[src/rtl/uart_autobaud_detect_pkg.sv]
`default_nettype none
//--------------------------------------------------------------------------
// Module   : uart_autobaud_detect_pkg
// Purpose  : Shared types and constants for the UART auto-baud detector.
// Revision : 1.0 - initial release
//--------------------------------------------------------------------------
package uart_autobaud_detect_pkg;

    // Detector states
    typedef enum logic [2:0] {
        ST_IDLE       = 3'd0,
        ST_WAIT_START = 3'd1,
        ST_MEASURE    = 3'd2,
        ST_STOP_CHK   = 3'd3,
        ST_DONE       = 3'd4,
        ST_ERR        = 3'd5
    } state_t;

    // Sync character and its measurement geometry
    localparam logic [7:0] c_SYNC_CHAR      = 8'h55;
    localparam int         c_EDGES_PER_SYNC = 5;
    localparam int         c_TICKS_PER_MEAS = 128;
    localparam int         c_TICK_SHIFT     = $clog2(c_TICKS_PER_MEAS);
    localparam int         c_BAUD_VAL_MAX   = 8191;

endpackage

`default_nettype wire

[src/rtl/uart_autobaud_detect_rx_sync.sv]
`default_nettype none
//--------------------------------------------------------------------------
// Module   : uart_autobaud_detect_rx_sync
// Purpose  : Metastability chain for the asynchronous RX line plus falling
//            and rising edge detection on the synchronized level.
// Revision : 1.0 - initial release
//--------------------------------------------------------------------------
module uart_autobaud_detect_rx_sync #(
    parameter int SYNC_STAGES = 2
) (
    input  logic clk,
    input  logic reset_n,
    input  logic i_rx,
    output logic o_rx_s,
    output logic o_fe,
    output logic o_re
);

    logic [SYNC_STAGES-1:0] r_sync;
    logic                   r_rx_dly;

    // Shift the line through the sync chain; reset to idle-high so no false edge
    always_ff @(posedge clk or negedge reset_n) begin
        if (!reset_n) begin
            r_sync   <= '1;
            r_rx_dly <= 1'b1;
        end else begin
            r_sync   <= {r_sync[SYNC_STAGES-2:0], i_rx};
            r_rx_dly <= r_sync[SYNC_STAGES-1];
        end
    end

    assign o_rx_s = r_sync[SYNC_STAGES-1];
    assign o_fe   =  r_rx_dly & ~r_sync[SYNC_STAGES-1];
    assign o_re   = ~r_rx_dly &  r_sync[SYNC_STAGES-1];

endmodule

`default_nettype wire

[src/rtl/uart_autobaud_detect.sv]
`default_nettype none
//--------------------------------------------------------------------------
// Module   : uart_autobaud_detect
// Purpose  : Measures an incoming 0x55 sync character and derives the
//            baud_val / baud_val_fraction pair for the 16x tick generator.
// Revision : 1.0 - initial release
//--------------------------------------------------------------------------
module uart_autobaud_detect
    import uart_autobaud_detect_pkg::*;
#(
    parameter int BAUD_VAL_FRCTN_EN = 0,
    parameter int SYNC_STAGES       = 2,
    parameter int CNT_W             = 21,
    parameter int TOL_SHIFT         = 3
) (
    input  logic        clk,
    input  logic        reset_n,
    input  logic        enable,
    input  logic        rx,
    output logic [12:0] baud_val,
    output logic [2:0]  baud_val_fraction,
    output logic        locked,
    output logic        busy,
    output logic        detect_err
);

    logic w_rx_s, w_fe, w_re;

    uart_autobaud_detect_rx_sync #(
        .SYNC_STAGES (SYNC_STAGES)
    ) u_rx_sync (
        .clk     (clk),
        .reset_n (reset_n),
        .i_rx    (rx),
        .o_rx_s  (w_rx_s),
        .o_fe    (w_fe),
        .o_re    (w_re)
    );

    state_t             r_state,     w_state_nxt;
    logic [CNT_W-1:0]   r_t,         w_t_nxt;
    logic [CNT_W-1:0]   r_seg,       w_seg_nxt;
    logic [CNT_W-1:0]   r_i1,        w_i1_nxt;
    logic [2:0]         r_edge_cnt,  w_edge_cnt_nxt;
    logic               r_stop_ph,   w_stop_ph_nxt;
    logic [12:0]        r_baud_val,  w_baud_val_nxt;
    logic [2:0]         r_frac,      w_frac_nxt;
    logic               r_locked,    w_locked_nxt;
    logic               r_busy,      w_busy_nxt;
    logic               r_err,       w_err_nxt;

    // Interval arithmetic shared by the measurement and stop checks
    logic [CNT_W-1:0] w_t_inc, w_seg_inc, w_diff, w_tol, w_half, w_stop_lim;
    logic             w_tol_fail;
    assign w_t_inc    = r_t + 1'b1;
    assign w_seg_inc  = r_seg + 1'b1;
    assign w_diff     = (w_seg_inc >= r_i1) ? (w_seg_inc - r_i1) : (r_i1 - w_seg_inc);
    assign w_tol      = r_i1 >> TOL_SHIFT;
    assign w_half     = r_i1 >> 1;
    assign w_stop_lim = w_half + w_tol;
    assign w_tol_fail = (w_diff > w_tol);

    // Result: T spans 8 bits = 128 ticks, so T/128 is the tick period
    logic [CNT_W-1:0] w_quot;
    logic             w_round;
    logic [31:0]      w_raw;
    logic             w_range_ok;
    logic [12:0]      w_bv;
    logic [2:0]       w_frac_calc;
    assign w_quot      = r_t >> c_TICK_SHIFT;
    assign w_round     = (BAUD_VAL_FRCTN_EN == 0) ? r_t[c_TICK_SHIFT-1] : 1'b0;
    assign w_raw       = 32'(w_quot) + 32'(w_round);
    assign w_range_ok  = (w_quot != '0) && (w_raw <= 32'(c_BAUD_VAL_MAX + 1));
    assign w_bv        = w_raw[12:0] - 13'd1;
    assign w_frac_calc = (BAUD_VAL_FRCTN_EN != 0) ? 3'(r_t >> (c_TICK_SHIFT - 3)) : 3'd0;

    // Next-state and next-output computation for the hunt/measure FSM
    always_comb begin
        w_state_nxt    = r_state;
        w_t_nxt        = r_t;
        w_seg_nxt      = r_seg;
        w_i1_nxt       = r_i1;
        w_edge_cnt_nxt = r_edge_cnt;
        w_stop_ph_nxt  = r_stop_ph;
        w_baud_val_nxt = r_baud_val;
        w_frac_nxt     = r_frac;
        w_locked_nxt   = r_locked;

        case (r_state)
            ST_IDLE: begin
                if (enable) w_state_nxt = ST_WAIT_START;
            end
            ST_WAIT_START: begin
                if (w_fe) begin
                    w_state_nxt    = ST_MEASURE;
                    w_t_nxt        = '0;
                    w_seg_nxt      = '0;
                    w_edge_cnt_nxt = 3'd1;
                    w_stop_ph_nxt  = 1'b0;
                end
            end
            ST_MEASURE: begin
                if ((&r_t) || (&r_seg)) begin
                    w_state_nxt = ST_ERR;
                end else begin
                    w_t_nxt   = w_t_inc;
                    w_seg_nxt = w_seg_inc;
                    if (w_fe) begin
                        w_seg_nxt      = '0;
                        w_edge_cnt_nxt = r_edge_cnt + 3'd1;
                        if (r_edge_cnt == 3'd1) begin
                            w_i1_nxt = w_seg_inc;
                        end else if (w_tol_fail) begin
                            w_state_nxt = ST_ERR;
                        end else if (r_edge_cnt == 3'(c_EDGES_PER_SYNC - 1)) begin
                            w_state_nxt = ST_STOP_CHK;
                        end
                    end
                end
            end
            ST_STOP_CHK: begin
                w_seg_nxt = w_seg_inc;
                if (!r_stop_ph) begin
                    // Wait for the rise that ends b7
                    if (w_seg_inc > w_stop_lim) begin
                        w_state_nxt = ST_ERR;
                    end else if (w_re) begin
                        w_seg_nxt     = '0;
                        w_stop_ph_nxt = 1'b1;
                    end
                end else begin
                    // Stop bit must stay high for half the two-bit interval
                    if (!w_rx_s) begin
                        w_state_nxt = ST_ERR;
                    end else if (w_seg_inc >= w_half) begin
                        w_state_nxt = w_range_ok ? ST_DONE : ST_ERR;
                    end
                end
            end
            ST_DONE: begin
                w_state_nxt = ST_WAIT_START;
            end
            ST_ERR: begin
                w_state_nxt = ST_WAIT_START;
            end
            default: begin
                w_state_nxt = ST_IDLE;
            end
        endcase

        // Disable aborts everything silently
        if (!enable) w_state_nxt = ST_IDLE;

        if (w_state_nxt == ST_MEASURE && r_state == ST_WAIT_START) w_locked_nxt = 1'b0;
        if (w_state_nxt == ST_DONE) begin
            w_baud_val_nxt = w_bv;
            w_frac_nxt     = w_frac_calc;
            w_locked_nxt   = 1'b1;
        end

        w_err_nxt  = (w_state_nxt == ST_ERR);
        w_busy_nxt = (w_state_nxt == ST_MEASURE) || (w_state_nxt == ST_STOP_CHK);
    end

    // State, counters and registered outputs
    always_ff @(posedge clk or negedge reset_n) begin
        if (!reset_n) begin
            r_state    <= ST_IDLE;
            r_t        <= '0;
            r_seg      <= '0;
            r_i1       <= '0;
            r_edge_cnt <= 3'd0;
            r_stop_ph  <= 1'b0;
            r_baud_val <= 13'd0;
            r_frac     <= 3'd0;
            r_locked   <= 1'b0;
            r_busy     <= 1'b0;
            r_err      <= 1'b0;
        end else begin
            r_state    <= w_state_nxt;
            r_t        <= w_t_nxt;
            r_seg      <= w_seg_nxt;
            r_i1       <= w_i1_nxt;
            r_edge_cnt <= w_edge_cnt_nxt;
            r_stop_ph  <= w_stop_ph_nxt;
            r_baud_val <= w_baud_val_nxt;
            r_frac     <= w_frac_nxt;
            r_locked   <= w_locked_nxt;
            r_busy     <= w_busy_nxt;
            r_err      <= w_err_nxt;
        end
    end

    assign baud_val          = r_baud_val;
    assign baud_val_fraction = r_frac;
    assign locked            = r_locked;
    assign busy              = r_busy;
    assign detect_err        = r_err;

endmodule

`default_nettype wire
[config.mk]
export PLATFORM = sky130hd
export DESIGN_NAME = uart_autobaud_detect
export DESIGN_NICKNAME = d
export VERILOG_FILES = /design/src/rtl/uart_autobaud_detect_pkg.sv /design/src/rtl/uart_autobaud_detect_rx_sync.sv /design/src/rtl/uart_autobaud_detect.sv
export SDC_FILE = /design/constraint.sdc
export NUM_CORES = 1
export LEC_CHECK = 0
export CAP_MARGIN = 20
export CORE_MARGIN = 1.5
export CORE_UTILIZATION = 60
export DETAILED_ROUTE_END_ITERATION = 7
export MAX_ROUTING_LAYER = met4
export PLACE_DENSITY_LB_ADDON = 0.05
export SYNTH_ARGS = -nofsm -noshare
export SYNTH_HDL_FRONTEND = slang
export SYNTH_SLANG_ARGS = --single-unit
[constraint.sdc]
create_clock -name clk -period 17.7 [get_ports clk]
set_input_delay 2.655 -clock clk [delete_from_list [all_inputs] [get_ports clk]]
set_output_delay 2.655 -clock clk [all_outputs]
set_load 0.02 [all_outputs]
After elaboration in Yosys (flattened, before gate mapping)
Index checks and enable logic that the tools add are counted.
Widths: inputs -> output; s select.
Word-level totals
  input bits: 4
  output and inout bits: 19
  register bits after elaboration: 89
  word-level logic and storage cells: 96
Operators by class
  equal/unequal tests: 14
  mux-type cells: 34
  bitwise gates (word level): 5
  add/sub/neg operators: 8
  magnitude comparators: 5
  reduce and logical (&&, ||, !) cells: 18
Operators with widths (count)
  $mux 21: 8
  $pmux 21 s3: 1
  $add 21x1->21 const B: 2
  $mux 3: 14
  $pmux 21 s2: 1
  $reduce_and 21->1: 2
  $sub 21x21->21: 2
  $add 20x18->21: 1
  $ge 21x20->1: 1
  $ge 21x21->1: 1
  $gt 21x18->1: 1
  $gt 21x21->1: 1
  $reduce_bool 21->1: 1
  $add 14x1->15: 1
  $eq 3x3->1 const B: 5
  $le 15x14->1 const B: 1
  $sub 13x1->13 const B: 1
  $eq 3x2->1 const B: 4
  $pmux 3 s4: 1
  $reduce_and 4->1: 2
  $mux 1: 7
  $eq 3x1->1 const B: 2
  $pmux 3 s2: 1
  $reduce_and 3->1: 2
  13 further kinds: 21

Depth between registers and ports, before layout
  word-level depth: 14
  depth in mapped cells: 31

Modules after synthesis
From an unflattened synthesis, not the netlist that was laid out.
Second synthesis, totals
  cells, all modules: 1119
  area total of the unflattened synthesis: 9273.9 um^2
Modules (own cells, without submodules)
  uart_autobaud_detect: cells an instance 1114, sequential area each 2152.1 um^2, area each 9180.1 um^2, times used 1
  uart_autobaud_detect_rx_sync: cells an instance 5, sequential area each 78.8 um^2, area each 93.8 um^2, times used 1

Worst setup path after synthesis
Ideal clock, no wire load.
  kind: register to register
  start point: register r_seg[0]
  end point: register r_baud_val[10] (netlist: baud_val[10])
  data required time: 17575 ps
  slack: 11030 ps
  clock period less this slack: 6670 ps
  path buffers: 5
  setup time: 125 ps
  stages on the path, launching flop included: 32
  data arrival time: 6545 ps
  cells stage by stage: dfrtp_1 > and4_1 > and4_1 > and3_1 > clkbuf_1 > nand3_1 > nor2_1 > xnor2_1 > inv_1 > ha_1 > buf_2 > and4_1 > nor2b_1 > o21ai_1 > a31oi_4 > a21oi_2 > clkbuf_1 > clkbuf_1 > nor2_1 > a31oi_1 > xor2_1 > ha_1 > a21o_1 > a21o_1 > a211oi_1 > o311ai_0 > o221ai_1 > o22ai_1 > a211oi_2 > nand4_2 > buf_6 > mux2_4
On the way
  word-level cells in the longest chain between the ends: 11
  elaborated cells between the ends (all ways): 21
Ends and longest elaborated chain
  from (decl): line uart_autobaud_detect.sv:42  | logic [CNT_W-1:0] r_seg, w_seg_nxt;
  from (signal assigned): line uart_autobaud_detect.sv:182  | r_seg <= w_seg_nxt;
  $add 21x1->21 (*): line uart_autobaud_detect.sv:56  | assign w_seg_inc = r_seg + 1'b1;
  net w_seg_inc[15]: line uart_autobaud_detect.sv:53  | logic [CNT_W-1:0] w_t_inc, w_seg_inc, w_diff, w_tol, w_half, w_stop_lim;
  $sub 21x21->21 or $ge 21x21->1 (tied branches): line uart_autobaud_detect.sv:57  | assign w_diff = (w_seg_inc >= r_i1) ? (w_seg_inc - r_i1) : (r_i1 - w_seg_inc);
  $mux 21: line uart_autobaud_detect.sv:57
  $gt 21x18->1: line uart_autobaud_detect.sv:61  | assign w_tol_fail = (w_diff > w_tol);
  $mux 3: line uart_autobaud_detect.sv:113  | end else if (w_tol_fail) begin
  $mux 3: line uart_autobaud_detect.sv:111  | if (r_edge_cnt == 3'd1) begin
  $mux 3: line uart_autobaud_detect.sv:108  | if (w_fe) begin
  $mux 3: line uart_autobaud_detect.sv:103  | if ((&r_t) || (&r_seg)) begin
  $pmux 3 s4 (*): line uart_autobaud_detect.sv:89  | case (r_state)
  $mux 3 (*): line uart_autobaud_detect.sv:152  | if (!enable) w_state_nxt = ST_IDLE;
  $eq 3x3->1 (*): line uart_autobaud_detect.sv:155  | if (w_state_nxt == ST_DONE) begin
  to (signal assigned): line uart_autobaud_detect.sv:186  | r_baud_val <= w_baud_val_nxt;
  to (decl): line uart_autobaud_detect.sv:46  | logic [12:0] r_baud_val, w_baud_val_nxt;
The timed path passes the listed nets; every way through them passes the cells marked *.
A chain may end at the register's enable or synchronous reset.

Final worst setup path
  start point: register r_seg[0]
  end point: register r_baud_val[0] (netlist: baud_val[0])
Same word-level chain as after synthesis.

==> results.md <==
* Antenna Violating Nets Remaining at 0
* DP Worst Slack at ~9.5 ns
* Total negative setup slack at 0 ns
* Grt ovf at 0
* FF-to-FF path depth at 27
* DRT Pass-1 Iters at 5
* CTS max path bufs at 2
* Status: finished clean
* Fin. max-slew vios at 0
* Synth Flop Type: dfrtp_1
* Crit Path Class: flop to flop
* # resized after CTS at 0
* CP endpoint: baud_val[0]
* GPL Wtd Cong at 0.977
* CP arrival at 8.53 ns
* Post-route minimum period at 8.29 ns
* Synthesis-stage register bit count at 89
* Fin crit share at 0.469
* Num CTS Buffers at 9
* # Max-Cap Violations at 0
* Ant diodes at 0
* Synth-to-layout area growth at 5.47%
* Vias in the first global route at 7403
* Non-filler cells, final at 1311
* LEAKAGE at 4.72 nW
* R2r endpoint: baud_val[0]
* # setup viols final at 0
* Layout cells sized above 1 at 0.0419
* Fmax at 121 MHz
* Post-synth EDFFs at 0
* Yosys Warn Count at 0
* Async set-reset flop share out of synthesis at 1.00
* H-tree depth at 3
* I/O pin cnt at 23
* Crit-path max FO at 16
* Slew headroom at 0.277
* Root buf cell: clkbuf_16
* Initial antenna violation count at 0
* Seq/Total Area, Yosys at 0.242
* IR drop worst, VDD at 132 uV
* Placed Area at 9440 um^2
* First-pass GRT wire length at 39200 um
* Core footprint at approximately 15000 um^2
* Die height at between 100 and 150 um
* WL final at 24100 um
* All-Layer GR Usage at 0.317
* Starting DRC count in detailed routing at about 800
* Post-cts hold buffer count at 0
* Clk pin slew, worst setup/hold paths at 0.07 ns
* FP Rows at 45
* CTS sink cnt at 89
* RSZ-0062 raised after global routing: false
* Worst Path Required at 17.94 ns
* Hold Crit Class: flop to flop
* Mapped cell area at 9230 um^2
* Pin count of the biggest net entering global routing at 69
* DR vias at between 8000 and 9000
* Reg2Reg Setup Slack at roughly 9.4 ns
* Avg Inst Size Synth at 8.12 um^2
* Final WS setup at 9.41 ns
* Placed cells at between 1000 and 1500
* DRC viols at 0
* Gate Count Post-Synth at 1137
* Die area at 16100 um^2
* Worst-margin pin slew at 1.07 ns
* Critical path origin: r_seg[0]
* Pwr Density at 161 nW/um^2
* Final hold viol count at 0
* Worst reg2reg startpoint: r_seg[0]
* Hpwl dp at roughly 19000 um
* Vias per cell at 6.27
* Unique masters post-synth at 72
* Worst Clk Skew at 0.0107 ns
* Post-CTS setup repair buffer count at 0
* Post-DR wirelength/cell at 18.4 um
* Worst Hold Slack at 0.361 ns
* Chip width at 127 um
* CTS tree: built
* Cell area after layout at a little under 10000 um^2
* Initial Util at 0.612
* Worst skew pair latency at 0.36 ns
* Port Buffers at 19
* Final #Nets at 1252
* Crit start category: flop
* Kind of end point of the critical path: flop
worst min path at each step:
stage	from	to	slack, ns	depth (start not counted)
after floorplan	u_rx_sync.r_sync[0]	u_rx_sync.r_sync[1]	0.35	0
after global placement	u_rx_sync.r_sync[0]	u_rx_sync.r_sync[1]	0.35	0
after detailed placement	u_rx_sync.r_sync[0]	u_rx_sync.r_sync[1]	0.35	0
after CTS	u_rx_sync.r_sync[0]	u_rx_sync.r_sync[1]	0.36	0
after global routing	u_rx_sync.r_sync[0]	u_rx_sync.r_sync[1]	0.37	0
final	u_rx_sync.r_sync[0]	u_rx_sync.r_sync[1]	0.36	0
flip-flops by register name, summed over array words and instances, names as in the netlist, 2 cells and up:
register	flops
r_state	3
r_t	21
u_rx_sync.r_sync	2
baud_val	13
r_i1	21
r_seg	21
r_edge_cnt	3
worst max-delay path, cell delays in order, from the launching register on:
cell	delay [ns]
dfrtp_1	0.55
ha_1	0.29
nand3_1	0.20
nor3_1	0.38
and3_1	0.29
nand3_1	0.10
xor2_1	0.34
inv_1	0.15
ha_1	0.47
nand4_1	0.18
or3_4	0.43
or3_4	0.41
a31oi_4	0.21
a21oi_2	0.19
nand2_1	0.13
o21ai_1	0.13
o221a_2	0.34
o41ai_1	0.52
xor2_1	0.19
ha_1	0.26
a21o_1	0.17
a211oi_1	0.26
o311ai_0	0.17
o221ai_1	0.31
o22ai_1	0.16
a211oi_2	0.23
nand4_2	0.57
mux2_1	0.53
cell type report:
class,instances,area (um^2)
clock inverters,7,72.6
well taps,188,235
flip-flops and latches,89,2230
multi-input cells,931,6520
fillers,1341,5350
clock buffers,9,225
inverters,64,240
repair buffers,23,218
power by group:
part           internal (mW)  switching, mW
combinational          0.451          0.645
sequential             0.232         0.0499
clock                 0.0993         0.0898
total                  0.782          0.785
metal layers:
layer | up-vias | GRT usage | share of wire
li1 | 4056 | - | -
met1 | 3818 | 0.477 | 0.49
met2 | 314 | 0.426 | 0.40
met3 | 35 | 0.0657 | 0.086
met4 | 0 | 0.0889 | 0.023
met5 | - | - | 0
synth_stat cells (5+ instances only):
cell type	count	share of area
o21ai_1	14	0.0076
and3_1	19	0.013
a211oi_1	5	0.0041
ha_1	127	0.17
mux2_4	8	0.013
o31ai_1	7	0.0057
xor2_1	39	0.037
a21o_1	26	0.021
buf_2	13	0.0070
o21ai_0	69	0.037
a21boi_0	5	0.0041
and2_1	8	0.0054
buf_4	6	0.0049
o21a_1	13	0.011
and4_1	13	0.012
nand3b_1	6	0.0049
inv_1	64	0.026
a21oi_1	116	0.063
nor2b_1	9	0.0061
nor2_1	91	0.037
clkbuf_1	34	0.014
nand4_1	28	0.019
mux2i_1	13	0.014
nand2b_1	14	0.0095
dfrtp_1	86	0.23
xnor2_1	46	0.044
a31oi_1	20	0.014
o21bai_1	5	0.0041
nand3_1	35	0.019
nand2_1	96	0.039
nor3_1	19	0.010
cells by family (layout without fill, tap and decap cells):
logic type	Yosys count	in the layout	synth area share
and+or+nand+nor	361	361	0.196
AOI/OAI and AO/OA	324	324	0.214
adders and majority gates	130	130	0.179
buffers and inverters	119	103	0.0534
DFF	89	89	0.242
xor gates and xnor gates	85	85	0.0806
muxes	28	28	0.0356
other	1	3	0.000406
stage by stage:
stage | power, mW | utilization
4_1_cts | 1.55 | 0.645
6_report | 1.57 | 0.645
3_5_place_dp | 1.35 | 0.626
3_3_place_gp | 1.35 | 0.626
2_1_floorplan | 1.09 | -
5_1_grt | 1.73 | 0.645
cell usage in the layout (no fill, tap or decap), types with 7 or more instances in the layout:
master / count
a21o_1: 26
a21oi_1: 116
a31oi_1: 20
and2_1: 8
and3_1: 19
and4_1: 13
clkbuf_16: 9
clkdlybuf4s50_1: 18
dfrtp_1: 86
ha_1: 127
inv_1: 64
mux2_4: 8
mux2i_1: 13
nand2_1: 96
nand2b_1: 14
nand3_1: 35
nand4_1: 28
nor2_1: 91
nor2b_1: 9
nor3_1: 19
o21a_1: 13
o21ai_0: 69
o21ai_1: 14
o31ai_1: 7
xnor2_1: 46
xor2_1: 39
Note: power is estimated with default switching activity, not from simulation.
